--- config.mk ---
export PLATFORM = sky130hd
export DESIGN_NAME = fdiv_iter_flat
export DESIGN_NICKNAME = d
export VERILOG_FILES = /design/src/rtl/fdiv_iter_if.sv /design/src/rtl/fdiv_iter.sv /design/src/flat_wrapper.sv
export SDC_FILE = /design/constraint.sdc
export NUM_CORES = 1
export LEC_CHECK = 0
export ABC_AREA = 0
export CAP_MARGIN = 20
export CORE_ASPECT_RATIO = 1.5
export CORE_MARGIN = 10
export CORE_UTILIZATION = 45
export DETAILED_ROUTE_END_ITERATION = 12
export PLACE_DENSITY_LB_ADDON = 0.08
export SYNTH_ARGS = -nofsm -noshare
export SYNTH_HDL_FRONTEND = slang
export SYNTH_SLANG_ARGS = --single-unit
--- constraint.sdc ---
create_clock -name sys_clk -period 3.8 [get_ports sys_clk]
set_input_delay 0.57 -clock sys_clk [delete_from_list [all_inputs] [get_ports sys_clk]]
set_output_delay 0.57 -clock sys_clk [all_outputs]
set_load 0.03 [all_outputs]
--- src/rtl/fdiv_iter_if.sv ---
// Handshake and operand/result bundle for the iterative binary32 divider.
// The master issues operands and collects results; the slave is the divider.
interface fdiv_iter_if;
    logic        in_valid;
    logic        in_ready;
    logic [31:0] x1;
    logic [31:0] x2;
    logic [31:0] y;
    logic        ovf;
    logic        unf;
    logic        dz;
    logic        out_valid;

    modport master (
        output in_valid, x1, x2,
        input  in_ready, y, ovf, unf, dz, out_valid
    );

    modport slave (
        input  in_valid, x1, x2,
        output in_ready, y, ovf, unf, dz, out_valid
    );
endinterface

--- src/rtl/fdiv_iter.sv ---
// Multi-cycle binary32 divider, y = x1 / x2, using restoring division
// (one quotient bit per cycle), round-half-up, and denormals flushed to zero.
module fdiv_iter (
    input  logic        sys_clk,
    input  logic        rst,
    fdiv_iter_if.slave  bus
);
    typedef enum logic [1:0] {
        IDLE,
        DIV,
        NORM
    } state_t;

    state_t             state;
    logic               sgn;
    logic               z1;
    logic               z2;
    logic signed [9:0]  e_pre;
    logic [23:0]        m2;
    logic [25:0]        rem;
    logic [25:0]        q;
    logic [4:0]         cnt;

    logic               in_ready_r;
    logic [31:0]        y_r;
    logic               ovf_r;
    logic               unf_r;
    logic               dz_r;
    logic               out_valid_r;

    assign bus.in_ready  = in_ready_r;
    assign bus.y         = y_r;
    assign bus.ovf       = ovf_r;
    assign bus.unf       = unf_r;
    assign bus.dz        = dz_r;
    assign bus.out_valid = out_valid_r;

    // Operand decode at the accept edge
    logic [7:0]         e1_in;
    logic [7:0]         e2_in;
    logic signed [9:0]  e_pre_in;

    assign e1_in    = bus.x1[30:23];
    assign e2_in    = bus.x2[30:23];
    assign e_pre_in = $signed({2'b00, e1_in}) - $signed({2'b00, e2_in}) + 10'sd127;

    // One restoring-division step; remainder stays below 2*m2 < 2^25
    logic [25:0]        diff;
    logic               ge;

    assign ge   = (rem >= {2'b00, m2});
    assign diff = rem - {2'b00, m2};

    // Normalize, round and select the packed result
    logic [23:0]        frac_r;
    logic signed [9:0]  exp_n;
    logic [31:0]        y_n;
    logic               ovf_n;
    logic               unf_n;
    logic               dz_n;

    always_comb begin
        frac_r = '0;
        exp_n  = '0;
        y_n    = '0;
        ovf_n  = 1'b0;
        unf_n  = 1'b0;
        dz_n   = 1'b0;

        if (q[25]) begin
            frac_r = {1'b0, q[24:2]} + {23'b0, q[1]};
            exp_n  = e_pre;
        end else begin
            frac_r = {1'b0, q[23:1]} + {23'b0, q[0]};
            exp_n  = e_pre - 10'sd1;
        end
        if (frac_r[23]) begin
            frac_r = '0;
            exp_n  = exp_n + 10'sd1;
        end

        if (z2 && z1) begin
            y_n  = 32'h7FC0_0000;
            dz_n = 1'b1;
        end else if (z2) begin
            y_n  = {sgn, 8'hFF, 23'b0};
            dz_n = 1'b1;
        end else if (z1) begin
            y_n  = {sgn, 31'b0};
        end else if (exp_n >= 10'sd255) begin
            y_n   = {sgn, 8'hFF, 23'b0};
            ovf_n = 1'b1;
        end else if (exp_n <= 10'sd0) begin
            y_n   = {sgn, 31'b0};
            unf_n = 1'b1;
        end else begin
            y_n = {sgn, exp_n[7:0], frac_r[22:0]};
        end
    end

    always_ff @(posedge sys_clk) begin
        if (rst) begin
            state       <= IDLE;
            sgn         <= 1'b0;
            z1          <= 1'b0;
            z2          <= 1'b0;
            e_pre       <= '0;
            m2          <= '0;
            rem         <= '0;
            q           <= '0;
            cnt         <= '0;
            in_ready_r  <= 1'b1;
            y_r         <= '0;
            ovf_r       <= 1'b0;
            unf_r       <= 1'b0;
            dz_r        <= 1'b0;
            out_valid_r <= 1'b0;
        end else begin
            out_valid_r <= 1'b0;
            case (state)
                IDLE: begin
                    if (bus.in_valid) begin
                        sgn        <= bus.x1[31] ^ bus.x2[31];
                        z1         <= (e1_in == 8'd0);
                        z2         <= (e2_in == 8'd0);
                        e_pre      <= e_pre_in;
                        rem        <= {2'b01, bus.x1[22:0]};
                        m2         <= {1'b1, bus.x2[22:0]};
                        q          <= '0;
                        cnt        <= 5'd26;
                        in_ready_r <= 1'b0;
                        state      <= DIV;
                    end
                end
                DIV: begin
                    q   <= {q[24:0], ge};
                    rem <= ge ? {diff[24:0], 1'b0} : {rem[24:0], 1'b0};
                    cnt <= cnt - 5'd1;
                    if (cnt == 5'd1) begin
                        state <= NORM;
                    end
                end
                NORM: begin
                    y_r         <= y_n;
                    ovf_r       <= ovf_n;
                    unf_r       <= unf_n;
                    dz_r        <= dz_n;
                    out_valid_r <= 1'b1;
                    in_ready_r  <= 1'b1;
                    state       <= IDLE;
                end
                default: begin
                    state <= IDLE;
                end
            endcase
        end
    end
endmodule

--- src/flat_wrapper.sv ---
// flat-port wrapper written by rule: the top's interface ports become plain ports
module fdiv_iter_flat 
  (sys_clk, rst, bus_in_valid, bus_x1, bus_x2, bus_in_ready, bus_y, bus_ovf, bus_unf, bus_dz, bus_out_valid);
  fdiv_iter_if bus_i ();
  input  logic sys_clk;
  input  logic rst;
  input wire logic [$bits(bus_i.in_valid)-1:0] bus_in_valid;
  input wire logic [$bits(bus_i.x1)-1:0] bus_x1;
  input wire logic [$bits(bus_i.x2)-1:0] bus_x2;
  output wire logic [$bits(bus_i.in_ready)-1:0] bus_in_ready;
  output wire logic [$bits(bus_i.y)-1:0] bus_y;
  output wire logic [$bits(bus_i.ovf)-1:0] bus_ovf;
  output wire logic [$bits(bus_i.unf)-1:0] bus_unf;
  output wire logic [$bits(bus_i.dz)-1:0] bus_dz;
  output wire logic [$bits(bus_i.out_valid)-1:0] bus_out_valid;
  assign bus_i.in_valid = bus_in_valid;
  assign bus_i.x1 = bus_x1;
  assign bus_i.x2 = bus_x2;
  assign bus_in_ready = bus_i.in_ready;
  assign bus_y = bus_i.y;
  assign bus_ovf = bus_i.ovf;
  assign bus_unf = bus_i.unf;
  assign bus_dz = bus_i.dz;
  assign bus_out_valid = bus_i.out_valid;
  fdiv_iter u_core (.sys_clk(sys_clk), .rst(rst), .bus(bus_i));
endmodule
==> results.md, run 1 <==
* CP Launch Type: flop
* Via Count at about 8,100
* CORE AREA at 19,160 sq um
* Synthesis Warnings at 0
* Reg-to-Reg End: u_core.rem[20]
* Worst Path Buf+Inv at 1
* Number of global-route vias before repair at between 8,000 and 9,000
* Routability cong. at approximately 0.86
* Critical Path RT at just over 4 ns
* Die area at about 26,000 sq um
* Initial core utilization at between 40% and 50%
* Layout cell share with drive strength beyond 1 at under 10%
* Internal power at approximately 3.2 mW
* Most frequent cells in the layout: nand2_1, dfxtp_1, clkdlybuf4s50_1
* Worst hold stages at 2
* DIE WIDTH at between 100 and 150 um
* # port buffers at ~100
* Initial antenna violation count at 0
* DIE HEIGHT at between 150 and 200 um
* Remaining DRCs at 0
* TNS Setup at 0 ns
* CTS tree: yes
* Clock transition at the registers of the reported paths at approximately 0.06 ns
* # setup viols final at 0
* I/O pins at about 100
* Row cnt at 62
* Max layer used: met4
* Final Net Count at approximately 1,300
* GR Overflow Total at 0
* Synth Register Bits at 133
* Ys async rst share at 0%
* Worst setup EP type: flop
* Mapped cell area at 8801 sq um
* CP Class: reg2reg
* Mean area per synthesized cell at between 7 and 8 sq um
* Total Routing Usage GR at a little under a fifth
* # H-tree levels at 4
* Drt total wl at between 20 and 25 mm
* Clock Sinks at around 130
* Switching share of power at between 30% and 40%
* Sequential power share at approximately 32%
* Fmax achieved at 306.0 MHz
* Fin cells at 1,456
* Diodes inserted at 0
* Clock buffer depth at 2
* Wire per inst at between 15 and 20 um
* Final min period at ~3.3 ns
* Reg2reg setup slack at between 0.5 and 0.6 ns
* Post-cts gate resize count at 0
* Post-CTS Hold Buffers at 0
* Post-synth EDFFs at 0
* Setup bufs post-CTS at 0
* Clock Latency Late Sink at approximately 0.43 ns
* TritonRoute pass-1 iters at 5
* Ys flop type: dfxtp_1
* Pwr Density at 455.3 nW/um^2
* Max_slew headroom at between 30% and 40%
* Crit-path max cell delay at roughly 0.73 ns
* TritonCTS Buffers at 17
* Metal2 WL at about 13 mm
* Worst Setup SP: u_core.rem[0]
* Tcrit/Tclk final at around 86%
* Largest net degree at the start of global routing at 57
* Cells on worst reg2reg path at 11
* CP top delay family: compound AO/OA/AOI/OAI gates
* Arr. time, crit path at 3.59 ns
* Root Driver: clkbuf_16
* Worst Tran Pin Value at approximately 0.93 ns
* Vias/cell at approximately 5.6
* Critical path fanouts, max at 20
* Hold path endpoint: u_core.m2[12]
* Min-Delay Path Class: reg2reg
* Status: complete, no violations
* Clock skew at 0.008768 ns
* NetSw at 1.651 mW
* Placed insts at approximately 1,400
* Worst path slowest cell: and2_1
* Max-slew violation count at 0
* Power share of the combinational group at 32.5%
* First-pass GRT wire length at roughly 40 mm
* Unrepaired setup endpoints after global routing: no
* Sequential area share after synthesis at ~30%
* Mapped Cells at approximately 1,100
* Clock power share at about 35%
* CP cell instances: inv_1 -> ha_1 -> fa_1 -> nand2b_1 -> a211oi_1 -> o311ai_0 -> nand4_1 -> a41oi_1 -> and2_1 -> a21oi_1 -> a221oi_1
* ANT nets after route at 0
* Netlist cell types at between 80 and 90
* Final core utilization at a little under three fifths
* Worst Min Path Start: u_core.m2[12]
* Max VDD drop at between 0.2 and 0.3 mV
* M1 wire length at just under 10 mm
* Max Cap Viol at 0
* Most common cell after layout, fill and taps aside: nand2_1
* Reg2reg start: u_core.rem[0]
* Leakage at 4.068 nW
* First DRT Iteration DRCs at between 400 and 500
* Post-Syn Nets at roughly 1,200
* Fin. Hold Viols at 0
* Area Growth Syn to Fin at 20.20%
* DP HPWL at ~18 mm
* Routed wl met3 at 679 um
[cell families after synthesis]
kind of cell,after synthesis,share of synthesized area [%]
AOI/OAI and AO/OA,307,24.64
xor gates and xnor gates,65,6.554
adders and majority gates,43,6.284
buffers and inverters,125,6.312
DFF,133,30.25
muxes,13,1.678
and+or+nand+nor,433,24.28
[how the worst max path moves through the flow]
| stage | to | slack (ns) | cells past startpoint |
|---|---|---|---|
| after floorplan | u_core.bus.y[10] | 0.92 | 11 |
| after global placement | u_core.e_pre[8] | 0.56 | 12 |
| after detailed placement | u_core.e_pre[8] | 0.51 | 12 |
| after CTS | u_core.rem[20] | 0.54 | 11 |
| after global routing | u_core.rem[20] | 0.16 | 11 |
| final | u_core.rem[20] | 0.53 | 11 |
[registers in the layout, indices dropped and copies added (netlist names)]
name	cells
u_core.bus.ovf	1
u_core.state	2
u_core.z1	1
u_core.sgn	1
u_core.q	26
u_core.z2	1
u_core.rem	26
u_core.bus.dz	1
u_core.bus.y	32
u_core.m2	24
u_core.bus.out_valid	1
u_core.e_pre	10
u_core.bus.in_ready	1
u_core.cnt	5
u_core.bus.unf	1
[stage by stage]
| step | cell area [sq um] | setup WS [ns] | hold WS [ns] | power [mW] |
|---|---|---|---|---|
| floorplan | 8801 | 0.9232 | 0.4349 | 2.725 |
| global placement | 9973 | 0.5594 | 0.4428 | 3.129 |
| detailed placement | 9973 | 0.5080 | 0.4491 | 3.133 |
| CTS | 10580 | 0.5429 | 0.4576 | 4.858 |
| global route | 10580 | 0.1645 | 0.4727 | 5.121 |
| finish | 10580 | 0.5318 | 0.4547 | 4.817 |
[routing by layer]
layer	vias up	track usage [%]
li1	4146	-
met1	3833	19.84
met2	123	35.18
met3	39	3.337
met4	0	7.011
met5	-	0
[power groups by stage]
stage | clock network [mW] | registers [mW] | logic [mW]
2_1_floorplan | 0 | 1.56 | 1.17
4_1_cts | 1.74 | 1.55 | 1.57
3_5_place_dp | 0 | 1.58 | 1.55
5_1_grt | 1.81 | 1.56 | 1.75
3_3_place_gp | 0 | 1.58 | 1.55
6_report | 1.70 | 1.55 | 1.56
[area by class of cell]
type                    count  area (sq um)
clock buffers              17         425.4
well taps                 256         320.3
clock inverters            14         180.2
fillers                  1916          8582
repair buffers            126          1211
flip-flops and latches    133          2664
multi-input cells         861          5594
inverters                  49         183.9
[Yosys cell counts, types with 5 or more instances]
cell type  instances  area (sq um)
nand3_1           21         105.1
nand4_1           14         87.58
buf_2             10         50.05
nand2b_1           9         56.30
mux2i_1            8         80.08
a21o_1            13         97.59
o31ai_1            8         60.06
or2_2              6         37.54
and3_1             7         43.79
nor2b_1            7         43.79
nor4_1            13         81.33
clkbuf_1          41         153.9
o21ai_0           44         220.2
o22ai_1            5         31.28
nor2_1            88         330.3
xor2_1            29         254.0
buf_1              9         33.78
xnor2_1           35         306.5
a21oi_1           68         340.3
dfxtp_1          133          2663
nor3_1            31         155.2
or3_1              9         56.30
buf_4              9         67.56
a211oi_1          25         187.7
nand2_1          184         690.7
inv_1             49         183.9
and2_1             9         56.30
buf_6              5         56.30
ha_1              41         513.0
a31o_2            17         148.9
nand3b_1           5         37.54
o21a_1             9         67.56
a31oi_1           26         162.7
a22o_1            49         429.2
[worst min-delay path, delay by kind of cell, from the launching register on]
kind / cells / cell delay, ns
flops: 1 / 0.31
compound gates: 1 / 0.05
simple gates: 1 / 0.05
No activity file was read; power rests on OpenSTA's default activity.
==> run 2, diff against run 1 <==
Clock period 3.8 ns to 3.5 ns, I/O delays scaled along.
==> run 2 against run 1 <==
Effect of this change: clock skew is essentially flat; flip-flop and latch count is the same; sequential share of layout area shrank 0.15 points; wire length shrank 1.2%; critical path depth shrank 2; clock power grew 9%; sequential power grew 8%; fmax grew 5.1%; die area is the same.
==> results.md, run 2 (synthesized netlist as in run 1, its figures left out) <==
* Status: complete, no violations
* Worst Tran Pin Value at 0.9460 ns (+0.01325 ns)
* Die area at 25,670 sq um (unchanged)
* First DRT Iteration DRCs at 405 (-4.3%)
* Reg2reg setup slack at 0.39 ns (-0.14 ns)
* Row cnt at 62 (unchanged)
* Pwr Density at 492.7 nW/um^2 (+8.2%)
* Fillers at 1,881 (-1.8%)
* DIE HEIGHT at 191.3 um (unchanged)
* Tcrit/Tclk final at 88.82% (+2.8 points)
* Clock buffer depth at 2 (unchanged)
* TritonRoute pass-1 iters at 5 (unchanged)
* Final min period at 3.109 ns (-0.1597 ns)
* GR Overflow Total at 0 (unchanged)
* Final Net Count at 1,305 (+0.54%)
* Post-cts gate resize count at 0 (unchanged)
* Drt total wl at 23.46 mm (-1.2%)
* Max VDD drop at 0.3327 mV (+12%)
* Initial core utilization at 45.93% (unchanged)
* Clock skew at 0.008686 ns (-0.00008171 ns)
* Min-Delay Path Class: reg2reg
* Worst Min Path Start: u_core.m2[17]
* Arr. time, crit path at 3.48 ns (-0.11 ns)
* DP HPWL at 17.34 mm (-2.1%)
* Reg-to-Reg End: u_core.bus.y[21]
* ANT nets after route at 0 (unchanged)
* CTS tree: yes
* Root Driver: clkbuf_16
* Setup bufs post-CTS at 0 (unchanged)
* Initial antenna violation count at 0 (unchanged)
* Area Growth Syn to Fin at 20.93%
* Leakage at 4.123 nW (+1.3%)
* Largest net degree at the start of global routing at 49 (-14%)
* DIE WIDTH at 134.2 um (unchanged)
* # setup viols final at 0 (unchanged)
* Critical Path RT at 3.87 ns (-0.25 ns)
* Max Cap Viol at 0 (unchanged)
* Reg2reg start: u_core.q[13]
* CP Launch Type: flop
* First-pass GRT wire length at 39.66 mm (-0.96%)
* Max reg flops at 32 (unchanged)
* Clock Sinks at 133 (unchanged)
* Worst Setup SP: u_core.q[13]
* I/O pins at 104 (unchanged)
* Fin. Hold Viols at 0 (unchanged)
* Max-slew violation count at 0 (unchanged)
* CP Class: reg2reg
* Final core utilization at 55.54% (+0.33 points)
* Clock transition at the registers of the reported paths at 0.06 ns (about the same)
* Number of global-route vias before repair at 8,082 (-1.7%)
* Most frequent cells in the layout: nand2_1, dfxtp_1, clkdlybuf4s50_1
* Via Count at 8,129 (-0.15%)
* Layout cell share with drive strength beyond 1 at 10.10% (+0.68 points)
* Most common cell after layout, fill and taps aside: nand2_1
* TNS Setup at 0 ns (unchanged)
* Max_slew headroom at 36.80% (-0.73 points)
* Diodes inserted at 0 (unchanged)
* Cells on worst reg2reg path at 9 (-2)
* Routability cong. at 0.8800 (+2.7%)
* TritonCTS Buffers at 17 (unchanged)
* Multi-input logic area at 5595 sq um (about the same)
* Fmax achieved at 321.7 MHz (+5.1%)
* Remaining DRCs at 0 (unchanged)
* Worst setup EP type: flop
* Vias/cell at 5.553 (-0.69%)
* # H-tree levels at 4 (unchanged)
* Sequential cell area at 2664 sq um (unchanged)
* Critical path fanouts, max at 22 (+10%)
* Critical Path Sink: u_core.bus.y[21]
* Post-CTS Hold Buffers at 0 (unchanged)
* # port buffers at 103 (unchanged)
* CORE AREA at 19,160 sq um (unchanged)
* Final Total Pwr at 5.244 mW (+8.9%)
* Total Routing Usage GR at 18.47% (-0.12 points)
* Clock Latency Late Sink at 0.43 ns (about the same)
* Unrepaired setup endpoints after global routing: no
* Wire per inst at 16.02 um (-1.7%)
==> run 2: worst min path at each step <==
stage / to / slack (ns) / depth (start not counted)
floorplan: u_core.cnt[4] / 0.43 / 1
global placement: u_core.bus.y[31] / 0.44 / 2
detailed placement: u_core.bus.y[31] / 0.45 / 2
CTS: u_core.bus.y[31] / 0.46 / 2
global route: u_core.bus.y[31] / 0.46 / 2
finish: u_core.m2[17] / 0.45 / 2
==> run 2: per-layer routing <==
layer | vias up | global-route usage (%) | share of wire [%]
met5 | - | 0 | 0
met4 | 0 | 5.877 | 1.7
met3 | 35 | 3.048 | 2.5
met2 | 147 | 34.59 | 54
met1 | 3790 | 20.57 | 42
li1 | 4157 | - | -
==> run 2: area by class of cell <==
class                           count  area share, %
Multi-Input combinational cell    861          52.57
Sequential cell                   133          25.03
Timing Repair Buffer              133          11.99
Clock buffer                       17          3.997
Tap cell                          256          3.010
Inverter                           49          1.728
Clock inverter                     15          1.669
==> run 2: stage by stage <==
step	std cells	hold WS, ns	instance area (sq um)	setup WS (ns)
2_1_floorplan	1119	0.4349	8801	0.6232
3_3_place_gp	1432	0.4422	10040	0.3047
3_5_place_dp	1432	0.4472	10040	0.2328
4_1_cts	1464	0.4560	10640	0.2572
5_1_grt	1464	0.4641	10640	0.1446
6_report	1464	0.4515	10640	0.3914
==> run 2: worst max-delay path: stages, from the launching register on <==
cell and delay, ns:
dfxtp_1 0.55, nand4_1 0.25, nor4_1 0.31, a32oi_2 0.38
nor4_1 0.38, xnor2_1 0.23, nand3b_1 0.18, a2111oi_4 0.41
buf_12 0.20, a22o_1 0.15
==> run 2: report_power, final <==
| group | switching, mW | internal, mW | total (mW) |
|---|---|---|---|
| clock network | 0.727 | 1.12 | 1.85 |
| logic | 0.985 | 0.727 | 1.71 |
| registers | 0.0768 | 1.60 | 1.68 |
==> run 3, diff against run 2 <==
Settings changed: CORE_UTILIZATION 45 to 47, PLACE_DENSITY set to 0.77, PLACE_DENSITY_LB_ADDON 0.08 to not set.
Clock period 3.5 ns to 3 ns, I/O delays scaled along.
==> run 3 against run 2 <==
Effect of this change: via count rose by 4.6%; critical path type unchanged; register-to-register slack got worse by 0.23 ns; sequential share of layout area decreased by 1.1 points; fmax is 9.4% higher; critical path depth is 1 higher; hold slack lost 0.095 ns; highest routed layer unchanged.
==> results.md, run 3 (synthesized netlist as in run 1, its figures left out) <==
* Status: complete, no violations
* Clock skew at 0.009898 ns (+0.001211 ns)
* Largest net degree at the start of global routing at 79 (+61%)
* Total Routing Usage GR at 18.59% (+0.12 points)
* Max VDD drop at 0.3638 mV (+9.3%)
* Worst path slowest cell: nor4_4
* Most frequent CP cell: nor4_4
* Placed insts at 1,465 (+2.3%)
* Clock transition at the registers of the reported paths at 0.06 ns (about the same)
* Worst setup EP type: flop
* CORE AREA at 18,470 sq um (-3.6%)
* First DRT Iteration DRCs at 599 (+48%)
* Root Driver: clkbuf_16
* Max Cap Viol at 0 (unchanged)
* Most common cell after layout, fill and taps aside: nand2_1
* Fmax achieved at 352.1 MHz (+9.4%)
* Max reg flops at 32 (unchanged)
* TritonCTS Buffers at 17 (unchanged)
* Clock buffer depth at 2 (unchanged)
* Post-CTS Hold Buffers at 0 (unchanged)
* Area Growth Syn to Fin at 26.33%
* Remaining DRCs at 0 (unchanged)
* DIE WIDTH at 131.7 um (-1.8%)
* Die area at 24,710 sq um (-3.7%)
* Critical path fanouts, max at 22 (unchanged)
* # H-tree levels at 4 (unchanged)
* TritonRoute pass-1 iters at 5 (unchanged)
* Most frequent cells in the layout: nand2_1, dfxtp_1, clkdlybuf4s50_1
* # port buffers at 103 (unchanged)
* Max-slew violation count at 0 (unchanged)
* Crit-path max cell delay at 0.40 ns (-0.15 ns)
* Post-route cell area at 11,120 sq um (+4.5%)
* Diodes inserted at 0 (unchanged)
* Drt total wl at 23.71 mm (+1.1%)
* Clock Latency Late Sink at 0.43 ns (about the same)
* First-pass GRT wire length at 39.53 mm (-0.33%)
* ANT nets after route at 0 (unchanged)
* Fillers at 1,679 (-11%)
* CP Launch Type: flop
* Tcrit/Tclk final at 94.68% (+5.9 points)
* CP Class: reg2reg
* CP top delay family: simple AND/OR/NAND/NOR gates
* Final Total Pwr at 6.346 mW (+21%)
* Routability cong. at 0.8934 (+1.5%)
* CP cell instances: buf_4 -> nor4_4 -> o211a_1 -> nor2_1 -> nor4_4 -> xnor2_2 -> nor4_4 -> a2111oi_4 -> buf_12 -> a22o_1
* Fin. Hold Viols at 0 (unchanged)
* Pwr Density at 570.7 nW/um^2 (+16%)
* Number of global-route vias before repair at 8,449 (+4.5%)
* Worst Path Buf+Inv at 2 (+1)
* Vias/cell at 5.663 (+2.0%)
* Layout cell share with drive strength beyond 1 at 14.25% (+4.2 points)
* Worst Tran Pin Value at 0.7406 ns (-0.2055 ns)
* Row cnt at 61 (-1.6%)
* Final core utilization at 60.20% (+4.7 points)
* Wire per inst at 15.80 um (-1.4%)
* Critical Path RT at 3.32 ns (-0.55 ns)
* Min-Delay Path Class: in2reg
* CTS tree: yes
* DP HPWL at 17.34 mm (about the same)
* Fin cells at 1,501 (+2.5%)
* Leakage at 4.348 nW (+5.5%)
* Final min period at 2.840 ns (-0.2683 ns)
* Via Count at 8,500 (+4.6%)
* # setup viols final at 0 (unchanged)
* Max_slew headroom at 50.41% (+14 points)
* Met3 Use GR at 3.558% (+0.51 points)
* Grt met1 use at 18.83% (-1.7 points)
* Initial core utilization at 47.65% (+1.7 points)
* Initial antenna violation count at 0 (unchanged)
* Clock Sinks at 133 (unchanged)
* DP Area at 10,340 sq um (+3.0%)
* Grt met2 use at 35.47% (+0.88 points)
* GR Overflow Total at 0 (unchanged)
* Arr. time, crit path at 3.16 ns (-0.32 ns)
* DIE HEIGHT at 187.6 um (-1.9%)
* GR peak layer: met2
* I/O pins at 104 (unchanged)
* Final Net Count at 1,346 (+3.1%)
-- run 3: cell types whose count changed in the layout (fill, tap and decap cells not counted), moves of 3 or more --
cell      previous run  this run
buf_4               28        65
xnor2_2              1         4
inv_6                4         1
clkbuf_1             0         3
xnor2_1             35        32
-- run 3: metal layers --
layer	share of wire, %	vias to the layer above
li1	-	4237
met1	39	4000
met2	55	217
met3	3.9	46
met4	2.6	0
met5	0	-
-- run 3: through the flow --
stage	setup slack (ns)	TNS, ns	hold slack [ns]
after global routing	-0.01474	-0.04789	0.3859
final	0.1597	0	0.3561
after floorplan	0.1232	0	0.4349
after detailed placement	-0.1948	-0.5804	0.4489
after CTS	0.03763	0	0.3481
after global placement	-0.07546	-0.1077	0.4431
-- run 3: layout make-up --
class	count	area, sq um	share of cell area (%)
Clock buffer	20	436.7	3.928
Clock inverter	12	178.9	1.609
Inverter	49	183.9	1.654
Multi-Input combinational cell	861	5722	51.46
Sequential cell	133	2665	23.97
Tap cell	252	315.3	2.836
Timing Repair Buffer	174	1617	14.54
-- run 3: where the power goes --
| group | leakage, nW | switching (mW) | internal [mW] |
|---|---|---|---|
| clock network | 0.302 | 0.816 | 1.39 |
| registers | 1.09 | 0.0885 | 1.87 |
| logic | 2.96 | 1.21 | 0.967 |
-- run 3: path summary, 6_finish.rpt --
check | start | endpoint | slack (ns) | cells past startpoint
setup reg to reg | u_core.e_pre[2] | u_core.bus.y[4] | 0.16 | 10
hold reg to reg | u_core.bus.y[31] | u_core.bus.y[31] | 0.45 | 2
setup / recovery | u_core.e_pre[2] | u_core.bus.y[4] | 0.16 | 10
hold / removal | rst | u_core.bus.out_valid | 0.36 | 2
-- run 3: worst reg2reg max path, cell delays in order (launching register included) --
cell and delay [ns]:
dfxtp_1 0.34, buf_4 0.18, nor4_4 0.39, o211a_1 0.25, nor2_1 0.11, nor4_4 0.40
xnor2_2 0.18, nor4_4 0.37, a2111oi_4 0.13, buf_12 0.17, a22o_1 0.22
-- run 3: repair_timing --
| action | CTS | global route |
|---|---|---|
| hold endpoints to repair | 0 | 0 |
| gates resized for setup | 2 | 26 |
| setup endpoints to repair | 4 | 51 |
| pin swaps | 0 | 6 |
| setup buffers | 0 | 4 |
